$ cat config.mk
export PLATFORM = sky130hd
export DESIGN_NAME = mem_arbiter
export DESIGN_NICKNAME = d
export VERILOG_FILES = /design/src/rtl/mem_arbiter.sv
export SDC_FILE = /design/constraint.sdc
export NUM_CORES = 1
export LEC_CHECK = 0
export ABC_AREA = 1
export CELL_PAD_IN_SITES_DETAIL_PLACEMENT = 1
export CELL_PAD_IN_SITES_GLOBAL_PLACEMENT = 2
export CORE_ASPECT_RATIO = 0.9
export CORE_MARGIN = 1
export CORE_UTILIZATION = 24
export CTS_CLUSTER_DIAMETER = 80
export DETAILED_ROUTE_END_ITERATION = 16
export PLACE_DENSITY_LB_ADDON = 0.1
export SKIP_CTS_REPAIR_TIMING = 1
export SLEW_MARGIN = 15
export SYNTH_ARGS = -nofsm -noshare
export SYNTH_HDL_FRONTEND = slang
export SYNTH_SLANG_ARGS = --single-unit
$ cat constraint.sdc
create_clock -name i_clk -period 1.7 [get_ports i_clk]
set_clock_uncertainty 0.15 [all_clocks]
set_input_delay 0.34 -clock i_clk [delete_from_list [all_inputs] [get_ports i_clk]]
set_output_delay 0.34 -clock i_clk [all_outputs]
set_load 0.005 [all_outputs]
$ cat src/rtl/mem_arbiter.sv
// mem_arbiter: shares one RW-bit external bus between instruction fetch
// (two beats per I_SIZE word) and data access, round-robin on ties.
//
// Ports:
//   i_clk, i_rst          clock; synchronous active-low reset
//   i_fetch_req/addr      fetch request (level) and instruction index
//   o_fetch_data/valid    assembled instruction, one-cycle valid pulse
//   i_data_req/we/addr/wdata  data request, held until o_data_ack
//   o_data_rdata/ack      read data, one-cycle completion pulse
//   o_bus_req/we/addr/wdata   bus beat, held until i_bus_ack
//                             (addr bit RW: 1 = instruction space)
//   i_bus_rdata/ack       bus read data and beat completion
module mem_arbiter #(
  parameter int RW     = 16,
  parameter int I_SIZE = 2 * RW
) (
  input  logic              i_clk,
  input  logic              i_rst,
  input  logic              i_fetch_req,
  input  logic [RW-1:0]     i_fetch_addr,
  output logic [I_SIZE-1:0] o_fetch_data,
  output logic              o_fetch_valid,
  input  logic              i_data_req,
  input  logic              i_data_we,
  input  logic [RW-1:0]     i_data_addr,
  input  logic [RW-1:0]     i_data_wdata,
  output logic [RW-1:0]     o_data_rdata,
  output logic              o_data_ack,
  output logic              o_bus_req,
  output logic              o_bus_we,
  output logic [RW:0]       o_bus_addr,
  output logic [RW-1:0]     o_bus_wdata,
  input  logic [RW-1:0]     i_bus_rdata,
  input  logic              i_bus_ack
);

  typedef enum logic [1:0] {
    IDLE,
    I_LO,
    I_HI,
    D_ACC
  } state_t;

  typedef enum logic {
    GNT_FETCH,
    GNT_DATA
  } grant_t;

  typedef struct packed {
    logic          req;
    logic          we;
    logic [RW:0]   addr;
    logic [RW-1:0] wdata;
  } bus_t;

  state_t              state;
  state_t              state_nx;
  grant_t              last_gnt;
  grant_t              last_gnt_nx;
  logic [RW-1:0]       faddr;
  logic [RW-1:0]       faddr_nx;
  bus_t                bus;
  bus_t                bus_nx;
  logic [I_SIZE-1:0]   fdata;
  logic [I_SIZE-1:0]   fdata_nx;
  logic                fvalid;
  logic                fvalid_nx;
  logic [RW-1:0]       drdata;
  logic [RW-1:0]       drdata_nx;
  logic                dack;
  logic                dack_nx;

  logic                fetch_pend;
  logic                data_pend;
  logic                take_fetch;
  logic                take_data;
  logic                beat_done;

  // Instruction index i occupies bus words 2i and 2i+1 of
  // the instruction space.
  function automatic logic [RW:0] ibeat(
    input logic [RW-1:0] a,
    input logic          hi
  );
    return {1'b1, a[RW-2:0], hi};
  endfunction

  // A requester drops its level in the cycle of its own pulse,
  // so that cycle's request must not start a second access.
  assign fetch_pend = i_fetch_req && !fvalid;
  assign data_pend  = i_data_req && !dack;

  assign take_fetch = fetch_pend &&
                      (!data_pend || last_gnt == GNT_DATA);
  assign take_data  = data_pend && !take_fetch;

  assign beat_done  = bus.req && i_bus_ack;

  always_comb begin
    state_nx    = state;
    last_gnt_nx = last_gnt;
    faddr_nx    = faddr;
    bus_nx      = bus;
    fdata_nx    = fdata;
    fvalid_nx   = 1'b0;
    drdata_nx   = drdata;
    dack_nx     = 1'b0;

    unique case (state)
      IDLE: begin
        unique case (1'b1)
          take_fetch: begin
            state_nx     = I_LO;
            last_gnt_nx  = GNT_FETCH;
            faddr_nx     = i_fetch_addr;
            bus_nx.req   = 1'b1;
            bus_nx.we    = 1'b0;
            bus_nx.addr  = ibeat(i_fetch_addr, 1'b0);
            bus_nx.wdata = '0;
          end
          take_data: begin
            state_nx     = D_ACC;
            last_gnt_nx  = GNT_DATA;
            bus_nx.req   = 1'b1;
            bus_nx.we    = i_data_we;
            bus_nx.addr  = {1'b0, i_data_addr};
            bus_nx.wdata = i_data_wdata;
          end
          default: ;
        endcase
      end

      I_LO: begin
        if (beat_done) begin
          state_nx           = I_HI;
          fdata_nx[RW-1:0]   = i_bus_rdata;
          bus_nx.addr        = ibeat(faddr, 1'b1);
        end
      end

      // The high beat always finishes; a flushed or redirected
      // fetch is simply not reported.
      I_HI: begin
        if (beat_done) begin
          state_nx             = IDLE;
          fdata_nx[I_SIZE-1:RW] = i_bus_rdata;
          fvalid_nx  = i_fetch_req && (i_fetch_addr == faddr);
          bus_nx.req = 1'b0;
        end
      end

      D_ACC: begin
        if (beat_done) begin
          state_nx   = IDLE;
          dack_nx    = 1'b1;
          if (!bus.we) begin
            drdata_nx = i_bus_rdata;
          end
          bus_nx.req = 1'b0;
          bus_nx.we  = 1'b0;
        end
      end

      default: begin
        state_nx = IDLE;
      end
    endcase
  end

  always_ff @(posedge i_clk) begin
    if (!i_rst) begin
      state    <= IDLE;
      last_gnt <= GNT_DATA;
      faddr    <= '0;
      bus      <= '0;
      fdata    <= '0;
      fvalid   <= 1'b0;
      drdata   <= '0;
      dack     <= 1'b0;
    end else begin
      state    <= state_nx;
      last_gnt <= last_gnt_nx;
      faddr    <= faddr_nx;
      bus      <= bus_nx;
      fdata    <= fdata_nx;
      fvalid   <= fvalid_nx;
      drdata   <= drdata_nx;
      dack     <= dack_nx;
    end
  end

  assign o_bus_req     = bus.req;
  assign o_bus_we      = bus.we;
  assign o_bus_addr    = bus.addr;
  assign o_bus_wdata   = bus.wdata;
  assign o_fetch_data  = fdata;
  assign o_fetch_valid = fvalid;
  assign o_data_rdata  = drdata;
  assign o_data_ack    = dack;

  // A presented beat may not move until it is acknowledged.
  a_bus_hold : assert property (
    @(posedge i_clk)
    i_rst && o_bus_req && !i_bus_ack |=>
      o_bus_req && $stable(o_bus_addr) &&
      $stable(o_bus_we) && $stable(o_bus_wdata)
  );

  // Only one port can complete per cycle.
  a_one_done : assert property (
    @(posedge i_clk)
    i_rst |-> !(o_fetch_valid && o_data_ack)
  );

endmodule
==> results.cfg <==
[run_status]
status = completed

[flow_run]
maxCapViolCount = 0

[cells_and_area]
nets = 897
drive_above_1_share_pct = 13.1
register_area_um2 = 2130
multi_input_area_um2 = 1960
nFillCells = 2172
final_common_cell = nor2_1
antenna_cells = 0
final_cell_mix = nor2_1 (138), nand2_1 (124), dlymetal6s2s_1 (80), clkdlybuf4s50_1 (73), inv_1 (71)
area_delta_synth_final_pct = 61.2

[global_route]
grt_pass1_vias = 4834
grt_pass1_wl_mm = 25.9
grt_busiest_layer = met2
grt_use_total_pct = 17.3
met1_usage_pct = 23.3
antenna_found_initial = 0
gr-usage-met3_pct = 5.49
overflow = 0
gr-usage-met2_pct = 26.8
grt_max_degree = 61

[power]
irDropWorstVdd_mv = 0.486
cellPowerDensity_nw_per_um2 = 910
power.total_mw = 6.56
p_leak_nw = 4.28

[critical_path]
arrival_ns = 1.18
critPathRequiredTime_ns = 1.21
critical_path.top_delay_family = buffers and inverters
crit_chain = clkdlybuf4s50_1
path_buf_inv = 1
cp_max_fo = 2
path_class = flop to output port
crit_slowest_cell = clkdlybuf4s50_1
startpoint_type = flop
slowest_delay_ns = 0.49
setup.worst_path.end_class = output port

[clocking]
ctsHtreeMaxLevel = 3
numClockSinks = 104
numCtsBuffers = 9
clk-insertion-delay-late_ns = 0.35
clk_pin_slew_ns = 0.07
clk_path_buf_depth = 2
cts_tree = done
cts_root_buffer = clkbuf_16

[floorplan]
die_area_um2 = 19200
io_pins = 155
initial_core_util_pct = 25.0
core_um2 = 17900
chipHeight_um = 131
die_w_um = 146
rows = 46

[logic_synthesis]
synth_top_area_share_pct = 46.6
netlist_area_um2 = 4470
yosys.area.top_type = dfxtp_1
yosys_warnings = 0
ys_seq_elements = 104
syn_nets = 726
syn_area_per_cell_um2 = 6.82
synthDistinctLibCells = 24
synthTopCellsByArea = dfxtp_1 (47%), nor2_1 (12%), nand2_1 (10%), a21oi_1 (6.0%), inv_1 (6.0%)
syn-instance-count = 656
seq_area_frac_synth_pct = 46.6

[route]
wl_per_cell_um = 15.4
via_per_inst = 4.35
first_pass_iters = 4
via_count = 4659
routed_wirelength_mm = 16.5
route.detailed.drc = 0
ant_nets = 0
drtIter0Drc = 103

[sta]
worst_slack_ns = 0.0259
max_freq_ghz = 0.597
slew_headroom_pct = 80.4
period_share_pct = 98.5
hold_viol_final = 0
fin_crit_ns = 1.67
slew_violations = 0
worst_pin_slew_ns = 0.291
finalSetupViolCount = 0

[min_path]
hold_class = primary input to flop

[place]
io_buffers = 154
dp_hpwl_mm = 12.0
pre_cts_ws_ns = -0.396
gp_congestion = 0.764
metrics by stage:
step	setup TNS (ns)	hold slack [ns]	util, %	area [µm²]	std cells
final	0	0.264	40.3	7210	1072
after global routing	-0.0217	0.257	40.3	7210	1072
after CTS	-1.81	0.253	38.4	6870	1068
after detailed placement	-24.18	0.311	36.7	6570	1052
after global placement	-18.37	0.297	36.7	6570	1052
after floorplan	0	0.275	-	4470	656
area by class of cell:
type,count,share of cell area (%)
timing repair buffer,191,30.7
sequential,104,29.6
multi-input combinational,442,27.2
tap,240,4.17
inverter,79,4.15
clock buffer,10,3.18
clock inverter,6,1.01
cell families after synthesis:
kind of cell	count (synthesis)	synth area share, %
AOI/OAI and AO/OA	109	12.5
DFF	104	46.6
and+or+nand+nor	328	30.2
xor gates and xnor gates	5	0.979
buffers and inverters	110	9.79
registers in the layout, indices dropped and copies added, names as in the netlist:
name           cells
faddr             16
state              2
o_data_rdata      16
o_fetch_valid      1
o_bus_we           1
o_bus_wdata       16
last_gnt           1
o_bus_addr        17
o_fetch_data      32
o_data_ack         1
o_bus_req          1
report_power, final:
part	total, mW	internal (mW)	switching, mW
Clock	2.18	1.16	1.01
Combinational	1.61	0.800	0.814
Sequential	2.77	2.64	0.127
metal layers:
metal	part of all wire [%]	wire, µm
met1	50	8200
met2	44	7210
met5	0	0
met3	5.7	943
met4	0.80	132
cell usage after synthesis, drive strengths merged:
| library cell | count |
|---|---|
| nor2 | 143 |
| nand2 | 128 |
| dfxtp | 104 |
| inv | 78 |
| a21oi | 54 |
| nand3 | 53 |
| o21ai | 53 |
| buf | 16 |
| clkbuf | 15 |
| xnor2 | 3 |
| nand4 | 2 |
| xor2 | 2 |
| clkinv | 1 |
| nor3 | 1 |
| o211ai | 1 |
| o22ai | 1 |
| or2 | 1 |
tightest hold or removal path: cells and delay by family:
kind | cells | cell delay [ns]
simple gates | 1 | 0.07
buf+inv | 2 | 0.33
worst paths after layout:
check | slack [ns] | startpoint | end | cells after the start
worst max-delay path | 0.03 | o_bus_wdata[11]$_SDFFE_PN0P_ | o_bus_wdata[11] | 1
worst min-delay path | 0.26 | i_rst | last_gnt$_SDFFE_PN1P_ | 3
worst max register to register | 0.17 | o_fetch_valid$_SDFF_PN0_ | last_gnt$_SDFFE_PN1P_ | 9
worst min register to register | 0.32 | faddr[3]$_SDFFE_PN0P_ | faddr[3]$_SDFFE_PN0P_ | 2
Power figures use the tool's default switching activity.
